<file path="config.mk">
export PLATFORM = sky130hd
export DESIGN_NAME = alu_op_sequencer_flat
export DESIGN_NICKNAME = d
export VERILOG_FILES = /design/src/rtl/alu_op_sequencer_if.sv /design/src/rtl/alu_op_sequencer.sv /design/src/flat_wrapper.sv
export SDC_FILE = /design/constraint.sdc
export NUM_CORES = 1
export LEC_CHECK = 0
export CAP_MARGIN = 20
export CORE_UTILIZATION = 47
export CTS_CLUSTER_SIZE = 16
export DETAILED_ROUTE_END_ITERATION = 8
export GPL_TIMING_DRIVEN = 0
export PLACE_DENSITY = 0.81
export SYNTH_ARGS = -nofsm -noshare
export SYNTH_HDL_FRONTEND = slang
export SYNTH_SLANG_ARGS = --single-unit
</file>
<file path="constraint.sdc">
create_clock -name clk -period 2.91 [get_ports clk]
set_input_delay 0.7275 -clock clk [delete_from_list [all_inputs] [get_ports clk]]
set_output_delay 0.7275 -clock clk [all_outputs]
set_load 0.005 [all_outputs]
</file>
<file path="src/rtl/alu_op_sequencer_if.sv">
// Request/response handshake bundle between a requester and the ALU operation sequencer.
// The requester drives the master side; the sequencer sits on the slave side.
interface alu_op_sequencer_if #(
    parameter int WIDTH = 8,
    parameter int OPW   = 3
);
    logic             req_valid;
    logic             req_ready;
    logic [OPW-1:0]   req_op;
    logic [WIDTH-1:0] req_a;
    logic [WIDTH-1:0] req_b;
    logic             rsp_valid;
    logic             rsp_ready;
    logic [WIDTH-1:0] rsp_result;
    logic             rsp_carry;
    logic             rsp_zero;
    logic             rsp_err;

    modport master (
        output req_valid, req_op, req_a, req_b, rsp_ready,
        input  req_ready, rsp_valid, rsp_result, rsp_carry, rsp_zero, rsp_err
    );

    modport slave (
        input  req_valid, req_op, req_a, req_b, rsp_ready,
        output req_ready, rsp_valid, rsp_result, rsp_carry, rsp_zero, rsp_err
    );
endinterface

</file>
<file path="src/rtl/alu_op_sequencer.sv">
// FSM that steps one ALU operation through load A, load B, execute, capture and respond.
// All outputs are registered; each transition sets the outputs belonging to the state entered.
module alu_op_sequencer #(
    parameter int WIDTH   = 8,
    parameter int OPW     = 3,
    parameter int ALU_LAT = 1,
    parameter int NUM_OPS = 6
) (
    input  logic                     clk,
    input  logic                     reset,
    alu_op_sequencer_if.slave        bus,
    output logic                     ra_load,
    output logic                     rb_load,
    output logic [WIDTH-1:0]         opnd_d,
    output logic [OPW-1:0]           alu_op,
    input  logic [WIDTH-1:0]         alu_y,
    input  logic                     alu_cout,
    output logic                     busy
);

    typedef enum logic [2:0] {
        IDLE    = 3'd0,
        LOAD_A  = 3'd1,
        LOAD_B  = 3'd2,
        EXEC    = 3'd3,
        CAPTURE = 3'd4,
        DONE    = 3'd5
    } state_t;

    localparam logic [OPW:0] NUM_OPS_W = (OPW+1)'(NUM_OPS);
    localparam logic [3:0]   LAT_M1    = 4'(ALU_LAT - 1);

    state_t           state_q;
    logic [OPW-1:0]   op_q;
    logic [WIDTH-1:0] b_q;
    logic [3:0]       cnt_q;
    logic             req_ready_q;
    logic             ra_load_q;
    logic             rb_load_q;
    logic [WIDTH-1:0] opnd_q;
    logic [OPW-1:0]   alu_op_q;
    logic             busy_q;
    logic             rsp_valid_q;
    logic [WIDTH-1:0] rsp_result_q;
    logic             rsp_carry_q;
    logic             rsp_zero_q;
    logic             rsp_err_q;

    always_ff @(posedge clk) begin
        if (reset) begin
            state_q      <= IDLE;
            op_q         <= '0;
            b_q          <= '0;
            cnt_q        <= '0;
            req_ready_q  <= 1'b1;
            ra_load_q    <= 1'b0;
            rb_load_q    <= 1'b0;
            opnd_q       <= '0;
            alu_op_q     <= '0;
            busy_q       <= 1'b0;
            rsp_valid_q  <= 1'b0;
            rsp_result_q <= '0;
            rsp_carry_q  <= 1'b0;
            rsp_zero_q   <= 1'b0;
            rsp_err_q    <= 1'b0;
        end else begin
            // Load strobes are single-cycle pulses; opnd_d only carries data with a strobe.
            ra_load_q <= 1'b0;
            rb_load_q <= 1'b0;
            opnd_q    <= '0;
            case (state_q)
                IDLE: begin
                    if (bus.req_valid && req_ready_q) begin
                        op_q        <= bus.req_op;
                        b_q         <= bus.req_b;
                        req_ready_q <= 1'b0;
                        busy_q      <= 1'b1;
                        if ({1'b0, bus.req_op} < NUM_OPS_W) begin
                            state_q   <= LOAD_A;
                            ra_load_q <= 1'b1;
                            opnd_q    <= bus.req_a;
                        end else begin
                            state_q      <= DONE;
                            rsp_valid_q  <= 1'b1;
                            rsp_err_q    <= 1'b1;
                            rsp_result_q <= '0;
                            rsp_carry_q  <= 1'b0;
                            rsp_zero_q   <= 1'b0;
                        end
                    end
                end
                LOAD_A: begin
                    state_q   <= LOAD_B;
                    rb_load_q <= 1'b1;
                    opnd_q    <= b_q;
                end
                LOAD_B: begin
                    state_q  <= EXEC;
                    cnt_q    <= LAT_M1;
                    alu_op_q <= op_q;
                end
                EXEC: begin
                    if (cnt_q == 4'd0) begin
                        state_q <= CAPTURE;
                    end else begin
                        cnt_q <= cnt_q - 4'd1;
                    end
                end
                CAPTURE: begin
                    state_q      <= DONE;
                    alu_op_q     <= '0;
                    rsp_valid_q  <= 1'b1;
                    rsp_result_q <= alu_y;
                    rsp_carry_q  <= alu_cout;
                    rsp_zero_q   <= (alu_y == '0);
                    rsp_err_q    <= 1'b0;
                end
                DONE: begin
                    if (bus.rsp_ready) begin
                        state_q     <= IDLE;
                        rsp_valid_q <= 1'b0;
                        req_ready_q <= 1'b1;
                        busy_q      <= 1'b0;
                    end
                end
                default: begin
                    state_q     <= IDLE;
                    req_ready_q <= 1'b1;
                    busy_q      <= 1'b0;
                    alu_op_q    <= '0;
                    rsp_valid_q <= 1'b0;
                end
            endcase
        end
    end

    assign bus.req_ready  = req_ready_q;
    assign bus.rsp_valid  = rsp_valid_q;
    assign bus.rsp_result = rsp_result_q;
    assign bus.rsp_carry  = rsp_carry_q;
    assign bus.rsp_zero   = rsp_zero_q;
    assign bus.rsp_err    = rsp_err_q;
    assign ra_load        = ra_load_q;
    assign rb_load        = rb_load_q;
    assign opnd_d         = opnd_q;
    assign alu_op         = alu_op_q;
    assign busy           = busy_q;

endmodule

</file>
<file path="src/flat_wrapper.sv">
// flat-port wrapper written by rule: the top's interface ports become plain ports
module alu_op_sequencer_flat 
#(
    parameter int WIDTH   = 8,
    parameter int OPW     = 3,
    parameter int ALU_LAT = 1,
    parameter int NUM_OPS = 6
)
  (clk, reset, ra_load, rb_load, opnd_d, alu_op, alu_y, alu_cout, busy, bus_req_valid, bus_req_op, bus_req_a, bus_req_b, bus_rsp_ready, bus_req_ready, bus_rsp_valid, bus_rsp_result, bus_rsp_carry, bus_rsp_zero, bus_rsp_err);
  alu_op_sequencer_if #(.WIDTH(WIDTH), .OPW(OPW)) bus_i ();
  input  logic clk;
  input  logic reset;
  output logic ra_load;
  output logic rb_load;
  output logic [WIDTH-1:0] opnd_d;
  output logic [OPW-1:0] alu_op;
  input  logic [WIDTH-1:0] alu_y;
  input  logic alu_cout;
  output logic busy;
  input wire logic [$bits(bus_i.req_valid)-1:0] bus_req_valid;
  input wire logic [$bits(bus_i.req_op)-1:0] bus_req_op;
  input wire logic [$bits(bus_i.req_a)-1:0] bus_req_a;
  input wire logic [$bits(bus_i.req_b)-1:0] bus_req_b;
  input wire logic [$bits(bus_i.rsp_ready)-1:0] bus_rsp_ready;
  output wire logic [$bits(bus_i.req_ready)-1:0] bus_req_ready;
  output wire logic [$bits(bus_i.rsp_valid)-1:0] bus_rsp_valid;
  output wire logic [$bits(bus_i.rsp_result)-1:0] bus_rsp_result;
  output wire logic [$bits(bus_i.rsp_carry)-1:0] bus_rsp_carry;
  output wire logic [$bits(bus_i.rsp_zero)-1:0] bus_rsp_zero;
  output wire logic [$bits(bus_i.rsp_err)-1:0] bus_rsp_err;
  assign bus_i.req_valid = bus_req_valid;
  assign bus_i.req_op = bus_req_op;
  assign bus_i.req_a = bus_req_a;
  assign bus_i.req_b = bus_req_b;
  assign bus_i.rsp_ready = bus_rsp_ready;
  assign bus_req_ready = bus_i.req_ready;
  assign bus_rsp_valid = bus_i.rsp_valid;
  assign bus_rsp_result = bus_i.rsp_result;
  assign bus_rsp_carry = bus_i.rsp_carry;
  assign bus_rsp_zero = bus_i.rsp_zero;
  assign bus_rsp_err = bus_i.rsp_err;
  alu_op_sequencer #(.WIDTH(WIDTH), .OPW(OPW), .ALU_LAT(ALU_LAT), .NUM_OPS(NUM_OPS)) u_core (.clk(clk), .reset(reset), .bus(bus_i), .ra_load(ra_load), .rb_load(rb_load), .opnd_d(opnd_d), .alu_op(alu_op), .alu_y(alu_y), .alu_cout(alu_cout), .busy(busy));
endmodule
</file>
; ---- Word-level counts from Yosys, hierarchy flattened
; Index checks and enable logic that the tools add are counted.
[totals]
regBits = 45
[op_classes]
mux = 30
n_reduce_logical = 16
add_sub_neg = 1
n_bitwise = 4
order_cmp = 1
n_eq_ne = 10
[ops]
columns = cell, n
row1 = $mux 8, 4
row2 = $pmux 8 s2, 2
row3 = $pmux 3 s6, 1
row4 = $mux 3, 4
row5 = $mux 1, 10
row6 = $reduce_and 3->1, 3
row7 = $logic_not 8->1, 1
row8 = $pmux 4 s2, 1
row9 = $reduce_or 4->1, 2
row10 = $eq 3x2->1 const B, 2
row11 = $eq 3x3->1 const B, 2
row12 = $ne 2x2->1 const B, 3
row13 = $pmux 1 s2, 3
row14 = $pmux 1 s3, 2
row15 = $pmux 3 s2, 1
row16 = $reduce_or 3->1, 2
row17 = $logic_not 4->1, 1
row18 = $mux 4, 1
row19 = $ne 2x1->1 const B, 2
row20 = $not 1->1, 4
row21 = $pmux 1 s4, 1
row22 = $reduce_and 2->1, 2
row23 = $reduce_and 4->1, 1
row24 = $reduce_bool 2->1, 2
row25 = 5 further kinds, 5

; ---- Depth between registers and ports, before layout
; Gate-level depths: netlist of run 1.
[depth]
word_depth = 4
mapped_depth = 5

; ---- Worst setup path before layout of run 1
; Ideal clock, no wire load.
[synth_path]
path_kind = in2reg
start = in reset
end = reg u_core.opnd_q[0], in the netlist u_core.opnd_d[0]
t_arrival_ps = 1492
cell_stages = 5
slack_ps = 1301
path_buffers = 2
path_cell_list = clkbuf_1 -> nor2_1 -> and4_1 -> buf_2 -> a22o_1
[synth_lines]
columns = item, line
row1 = "start, declared", flat_wrapper.sv:12  ; input logic reset;
row2 = "end signal, assigned", alu_op_sequencer.sv:81  ; opnd_q <= bus.req_a;
row3 = "end signal, assigned", alu_op_sequencer.sv:95  ; opnd_q <= b_q;
row4 = "end, declared", alu_op_sequencer.sv:40  ; logic [WIDTH-1:0] opnd_q;

; ---- Worst setup path after layout of run 1
[layout_path]
start = reg u_core.req_ready_q, in the netlist u_core.bus.req_ready
end = out bus_req_ready
[layout_lines]
columns = item, line
row1 = "start, declared", alu_op_sequencer.sv:37  ; logic req_ready_q;
row2 = "start signal, assigned", alu_op_sequencer.sv:55  ; req_ready_q <= 1'b1;
row3 = "start signal, assigned", alu_op_sequencer.sv:76  ; req_ready_q <= 1'b0;
row4 = "start signal, assigned", alu_op_sequencer.sv:122  ; req_ready_q <= 1'b1;
row5 = "end, declared", flat_wrapper.sv:25  ; output wire logic [$bits(bus_i.req_ready)-1:0] bus_req_ready;
; No word-level cell between the ends.

==> results.cfg, run 1 <==
[setup_path]
cp-end-kind = output pin
critical_path_required_ps = 2180
r2r_end = u_core.cnt_q[3]
crit_buf_inv = 1
cp.arrival_ps = 1210
reg2reg_depth = 5
slowest_delay_ps = 540
start_kind = flop
crit_type = flop to output pin
worst-r2r-setup-slack_ps = 1270
crit_fanout = 5
crit_family = buffers and inverters
path_cells = clkdlybuf4s50_1
worst_path_max_delay_cell = clkdlybuf4s50_1
rr_startpoint = u_core.cnt_q[0]

[floorplanning]
ios = 59
core-area_sq_um = 3690
row_count = 22
die_h_microns = 64.4
die-area_sq_um = 4150
start_util_pct = 49.6
die_x_microns = 64.4

[synthesis]
async_reset_ff_share_pct = 0
synthesis.nets = 238
synth_top_family_by_area = compound AO/OA/AOI/OAI gates
synthCells = 204
syn_avg_cell_area_sq_um = 8.97
yosysSeqAreaShare_pct = 49.2
muxShareOfSynthArea_pct = 0
synth_compound_area_share_pct = 26.6
dominantRegCellSynth = dfxtp_1
ys_types = 36
synth_xor_area_share_pct = 0
syn_area_sq_um = 1830
synth_fa_ha_area_share_pct = 1.37
synth_edf_count = 0
ys_ff_latch = 45
synth-simple-area-share_pct = 17.6
synth_warnings = 0

[place]
postPlaceCellArea_sq_um = 2460
dp_slack_ps = 735
hpwlAfterDp_microns = 3070
dp_cells = 309
place_congestion = 0.832
portBuffers = 57

[global_route]
antenna_found_initial = 0
grt_first_pass_wirelength_microns = 7320
grt_pass1_vias = 1652
gr-usage-all-layers_pct = 22.6
grt_max_degree = 14
grt_overflow_total = 0

[timing]
relSlewSlack_pct = 51.4
whs_ps = 456
drv_slew = 0
tightestPinTransition_ps = 727
setup_viol = 0
finalHoldViolations = 0
rsz0062_at_grt = false
fin_crit_sh_pct = 66.7
setup_ws_ps = 970
final.setup.tns_ps = 0
period_minus_slack_ps = 1940
fmax_mhz = 515
fin_worst_skew_ps = 5.51

[detailed_routing]
via_per_inst = 5.47
post_drt_wl_per_cell_microns = 13.8
vias = 1728
drtIter0Drc = 98
drt-pass1-iter-count = 4
postRouteAntennaNets = 0
drc = 0
routed_wl_microns = 4350

[cells_and_area]
layout-drive-gt1-share_pct = 7.46
area_growth_pct = 39.4
instances_no_fill = 316
stdcell_area_sq_um = 2550
utilization_pct = 69.1
fin_nets = 302
antennaDiodeCount = 0

[clock_tree]
cts_tree = done
max-clock-path-buffers = 2
htreeDepth = 2
clk_root_buffer_cell = clkbuf_8
clkSlewWorstSetupHoldPaths_ps = 80
hold_buffers = 0
cts_sinks = 45
cts-resized-gates = 0
cts_buffers = 5
clock_latency_ps = 290
post-cts-setup-buffers = 0

[job]
cap_violations = 0

[hold_path]
min_to = u_core.alu_op[0]
min_path_type = flop to flop
hp-start = u_core.op_q[0]
min_path_cells = 2

[power_and_ir_drop]
p_per_area_nw_per_um2 = 737
irDropWorstVdd_uv = 357
leakagePower_nw = 0.896
p_total_mw = 1.88

[status]
status = finished, final reports clean
==> placed cells by master, fill, tap and decap left out, types with 3 or more instances in the layout <==
| cell type | count |
|---|---|
| nand2_1 | 15 |
| nor2_1 | 4 |
| a21oi_1 | 31 |
| nand3_1 | 12 |
| o21ai_0 | 18 |
| a22o_1 | 8 |
| clkbuf_8 | 6 |
| inv_1 | 5 |
| o21a_1 | 3 |
| a211oi_1 | 3 |
| nor3b_1 | 3 |
| dfxtp_1 | 45 |
| o211ai_1 | 10 |
| or4_1 | 4 |
| clkdlybuf4s50_1 | 57 |
| clkbuf_1 | 9 |
| buf_2 | 7 |
==> synth_stat cells (all sizes together) (2+ instances only) <==
| master | number | area share [%] |
|---|---|---|
| a211oi | 4 | 1.9 |
| a21o | 2 | 0.82 |
| a21oi | 31 | 8.5 |
| a22o | 8 | 3.8 |
| and2 | 2 | 0.68 |
| buf | 8 | 2.3 |
| clkbuf | 9 | 1.8 |
| dfxtp | 45 | 49 |
| ha | 2 | 1.4 |
| inv | 5 | 1.0 |
| nand2 | 15 | 3.1 |
| nand2b | 3 | 1.2 |
| nand3 | 12 | 3.3 |
| nor2 | 4 | 0.82 |
| nor3b | 3 | 1.2 |
| nor4 | 2 | 0.68 |
| o211ai | 10 | 4.1 |
| o21a | 3 | 1.2 |
| o21ai | 18 | 4.9 |
| or3 | 2 | 0.68 |
| or4 | 4 | 1.6 |
==> layer usage <==
layer	share of wire (%)	global-route usage, %	up-vias
li1	-	-	871
met1	49	28.4	791
met2	44	37.5	64
met3	6.7	6.61	2
met4	0.16	5.83	0
met5	0	0	-
==> cells by family after synthesis <==
group,Yosys count
DFF,45
and+or+nand+nor,56
AOI/OAI and AO/OA,79
buffers and inverters,22
adders and majority gates,2
==> where the power goes <==
group,switching [mW],internal [mW]
clock,0.201,0.188
sequential,0.0696,0.729
combinational,0.367,0.325
total,0.638,1.24
==> cell type report <==
type	count	area, sq um
clock inverter	1	7.51
sequential	45	901
tap	48	60.1
inverter	5	18.8
clock buffer	6	82.6
timing repair buffer	57	571
multi-input combinational	137	833
fill	323	1140
buffer	17	76.3
==> registers in the layout, indices dropped and copies added, names as in the netlist <==
signal / count
u_core.alu_op: 3
u_core.b_q: 8
u_core.bus.req_ready: 1
u_core.bus.rsp_carry: 1
u_core.bus.rsp_err: 1
u_core.bus.rsp_result: 8
u_core.bus.rsp_valid: 1
u_core.bus.rsp_zero: 1
u_core.busy: 1
u_core.cnt_q: 4
u_core.op_q: 3
u_core.opnd_d: 8
u_core.ra_load: 1
u_core.rb_load: 1
u_core.state_q: 3
==> how the worst max path moves through the flow <==
stage / startpoint / endpoint / slack, ps / cells after the start
after CTS: u_core.bus.req_ready / bus_req_ready / 960 / 1
after detailed placement: bus_req_valid / u_core.b_q[4] / 730 / 5
final: u_core.bus.req_ready / bus_req_ready / 970 / 1
after global routing: u_core.bus.req_ready / bus_req_ready / 870 / 1
after global placement: bus_req_valid / u_core.b_q[1] / 780 / 5
after floorplan: reset / u_core.opnd_d[0] / 1300 / 5
==> tightest hold or removal path: cells and delay by family (launching register included) <==
family,cells,cell delay (ps)
simple gates,1,50
compound gates,1,50
flops,1,320
No activity file was read; power rests on OpenSTA's default activity.
==> inputs of run 2 (changes only) <==
Settings changed: CORE_UTILIZATION 47 to 41, PLACE_DENSITY 0.81 to 0.75.
Clock period 2.91 ns to 1.55 ns, I/O delays scaled along.
==> results.cfg, run 2 (synthesis results as in run 1) <==
[hold_path]
min_path_type = flop to flop
hp-start = u_core.op_q[2]
min_path_cells = 2

[detailed_routing]
drc = 0
drtIter0Drc = 86
via_per_inst = 5.38
drt-pass1-iter-count = 5
post_drt_wl_per_cell_microns = 14.6
vias = 1716
routed_wl_microns = 4660
postRouteAntennaNets = 0

[place]
portBuffers = 57
postPlaceCellArea_sq_um = 2460
place_congestion = 0.813
hpwlAfterDp_microns = 3240

[power_and_ir_drop]
leakagePower_nw = 1.19
irDropWorstVdd_uv = 481
p_per_area_nw_per_um2 = 1360

[cells_and_area]
fin_nets = 303
layout_commonest_cell = clkdlybuf4s50_1
stdcell_area_sq_um = 2640
area_growth_pct = 44.3
antennaDiodeCount = 0
final_cell_mix = clkdlybuf4s50_1, dfxtp_1, a21oi_1
layout-drive-gt1-share_pct = 15.6

[global_route]
grt_overflow_total = 0
gr-usage-all-layers_pct = 21.6
grtUsageMet2_pct = 34.2
grt_util_met1_pct = 28.1
grt_pass1_vias = 1595
grt_first_pass_wirelength_microns = 7450
grt_max_degree = 14
antenna_found_initial = 0
use_met3_pct = 5.26
busiest_layer = met2

[timing]
final.setup.tns_ps = 0
fin_worst_skew_ps = 5.51
fmax_mhz = 657
whs_ps = 453
fin_crit_sh_pct = 98.2
finalHoldViolations = 0
drv_slew = 0
setup_viol = 0
relSlewSlack_pct = 60.9
period_minus_slack_ps = 1520
rsz0062_at_grt = true
tightestPinTransition_ps = 586

[setup_path]
cp-end-kind = output pin
startpoint = u_core.bus.rsp_valid
reg2reg_depth = 5
slowest_delay_ps = 500
crit_family = buffers and inverters
worst_path_max_delay_cell = clkdlybuf4s50_1
rr_startpoint = u_core.cnt_q[1]
path_cells = clkdlybuf4s50_1
crit_fanout = 3
crit_type = flop to output pin
crit_buf_inv = 1
start_kind = flop
cp.arrival_ps = 1130
path_depth = 1
critical_path_required_ps = 1160

[clock_tree]
cts_tree = done
clock_latency_ps = 300
hold_buffers = 0
cts_buffers = 5
clkSlewWorstSetupHoldPaths_ps = 80
cts_sinks = 45
max-clock-path-buffers = 2
htreeDepth = 2
clk_root_buffer_cell = clkbuf_8

[job]
cap_violations = 0

[floorplanning]
row_count = 23
start_util_pct = 44.1
die_h_microns = 68.8
core-area_sq_um = 4140
die-area_sq_um = 4730
ios = 59
die_x_microns = 68.8

[status]
status = finished, final reports clean
-- run 2: worst reg2reg max path: cells and delay by family, from the launching register on --
| kind | cells | cell delay (ps) |
|---|---|---|
| AND/OR/NAND/NOR | 2 | 690 |
| flip-flops | 1 | 330 |
| adder cells (fa/ha/maj) | 1 | 190 |
| AO/OA/AOI/OAI | 1 | 170 |
| buffers and inverters | 1 | 60 |
-- run 2: timing repair --
item                                    in CTS  in global routing
resized for setup                            8                 32
setup buffers                                0                  2
endpoints found under the setup margin       6                 54
pin swaps                                    1                  2
-- run 2: stage by stage --
step | utilization, % | setup slack, ps | power [mW] | cells
floorplan | - | 17.0 | 2.31 | 204
global placement | 59.4 | -252 | 2.79 | 311
detailed placement | 59.4 | -270 | 2.81 | 311
CTS | 61.9 | 0.644 | 3.57 | 318
global route | 63.7 | -56.9 | 3.84 | 319
finish | 63.7 | 27.6 | 3.59 | 319
-- run 2: final timing paths --
path	to	slack [ps]
worst max register to register	u_core.cnt_q[3]	30
worst max-delay path	bus_rsp_valid	30
worst min-delay path	u_core.alu_op[2]	450
worst min register to register	u_core.alu_op[2]	450
-- run 2: layer usage --
metal / share of wire, % / vias up
met2: 45 / 65
met4: 1.4 / 0
li1: - / 872
met3: 7.3 / 7
met1: 46 / 772
met5: 0 / -
-- run 2: final cells by class --
| class | instances | area, sq um |
|---|---|---|
| clock inverters | 1 | 7.51 |
| fillers | 375 | 1500 |
| multi-input cells | 137 | 853 |
| repair buffers | 59 | 622 |
| well taps | 50 | 62.6 |
| plain buffers | 16 | 76.3 |
| inverters | 5 | 18.8 |
| flip-flops and latches | 45 | 917 |
| clock buffers | 6 | 82.6 |
-- run 2: power breakdown --
| group | leakage (nW) | switching, mW | total (mW) | internal, mW |
|---|---|---|---|---|
| clock network | 0.0433 | 0.386 | 0.739 | 0.352 |
| logic | 0.775 | 0.704 | 1.34 | 0.633 |
| registers | 0.372 | 0.135 | 1.51 | 1.38 |
| total | 1.19 | 1.23 | 3.59 | 2.36 |
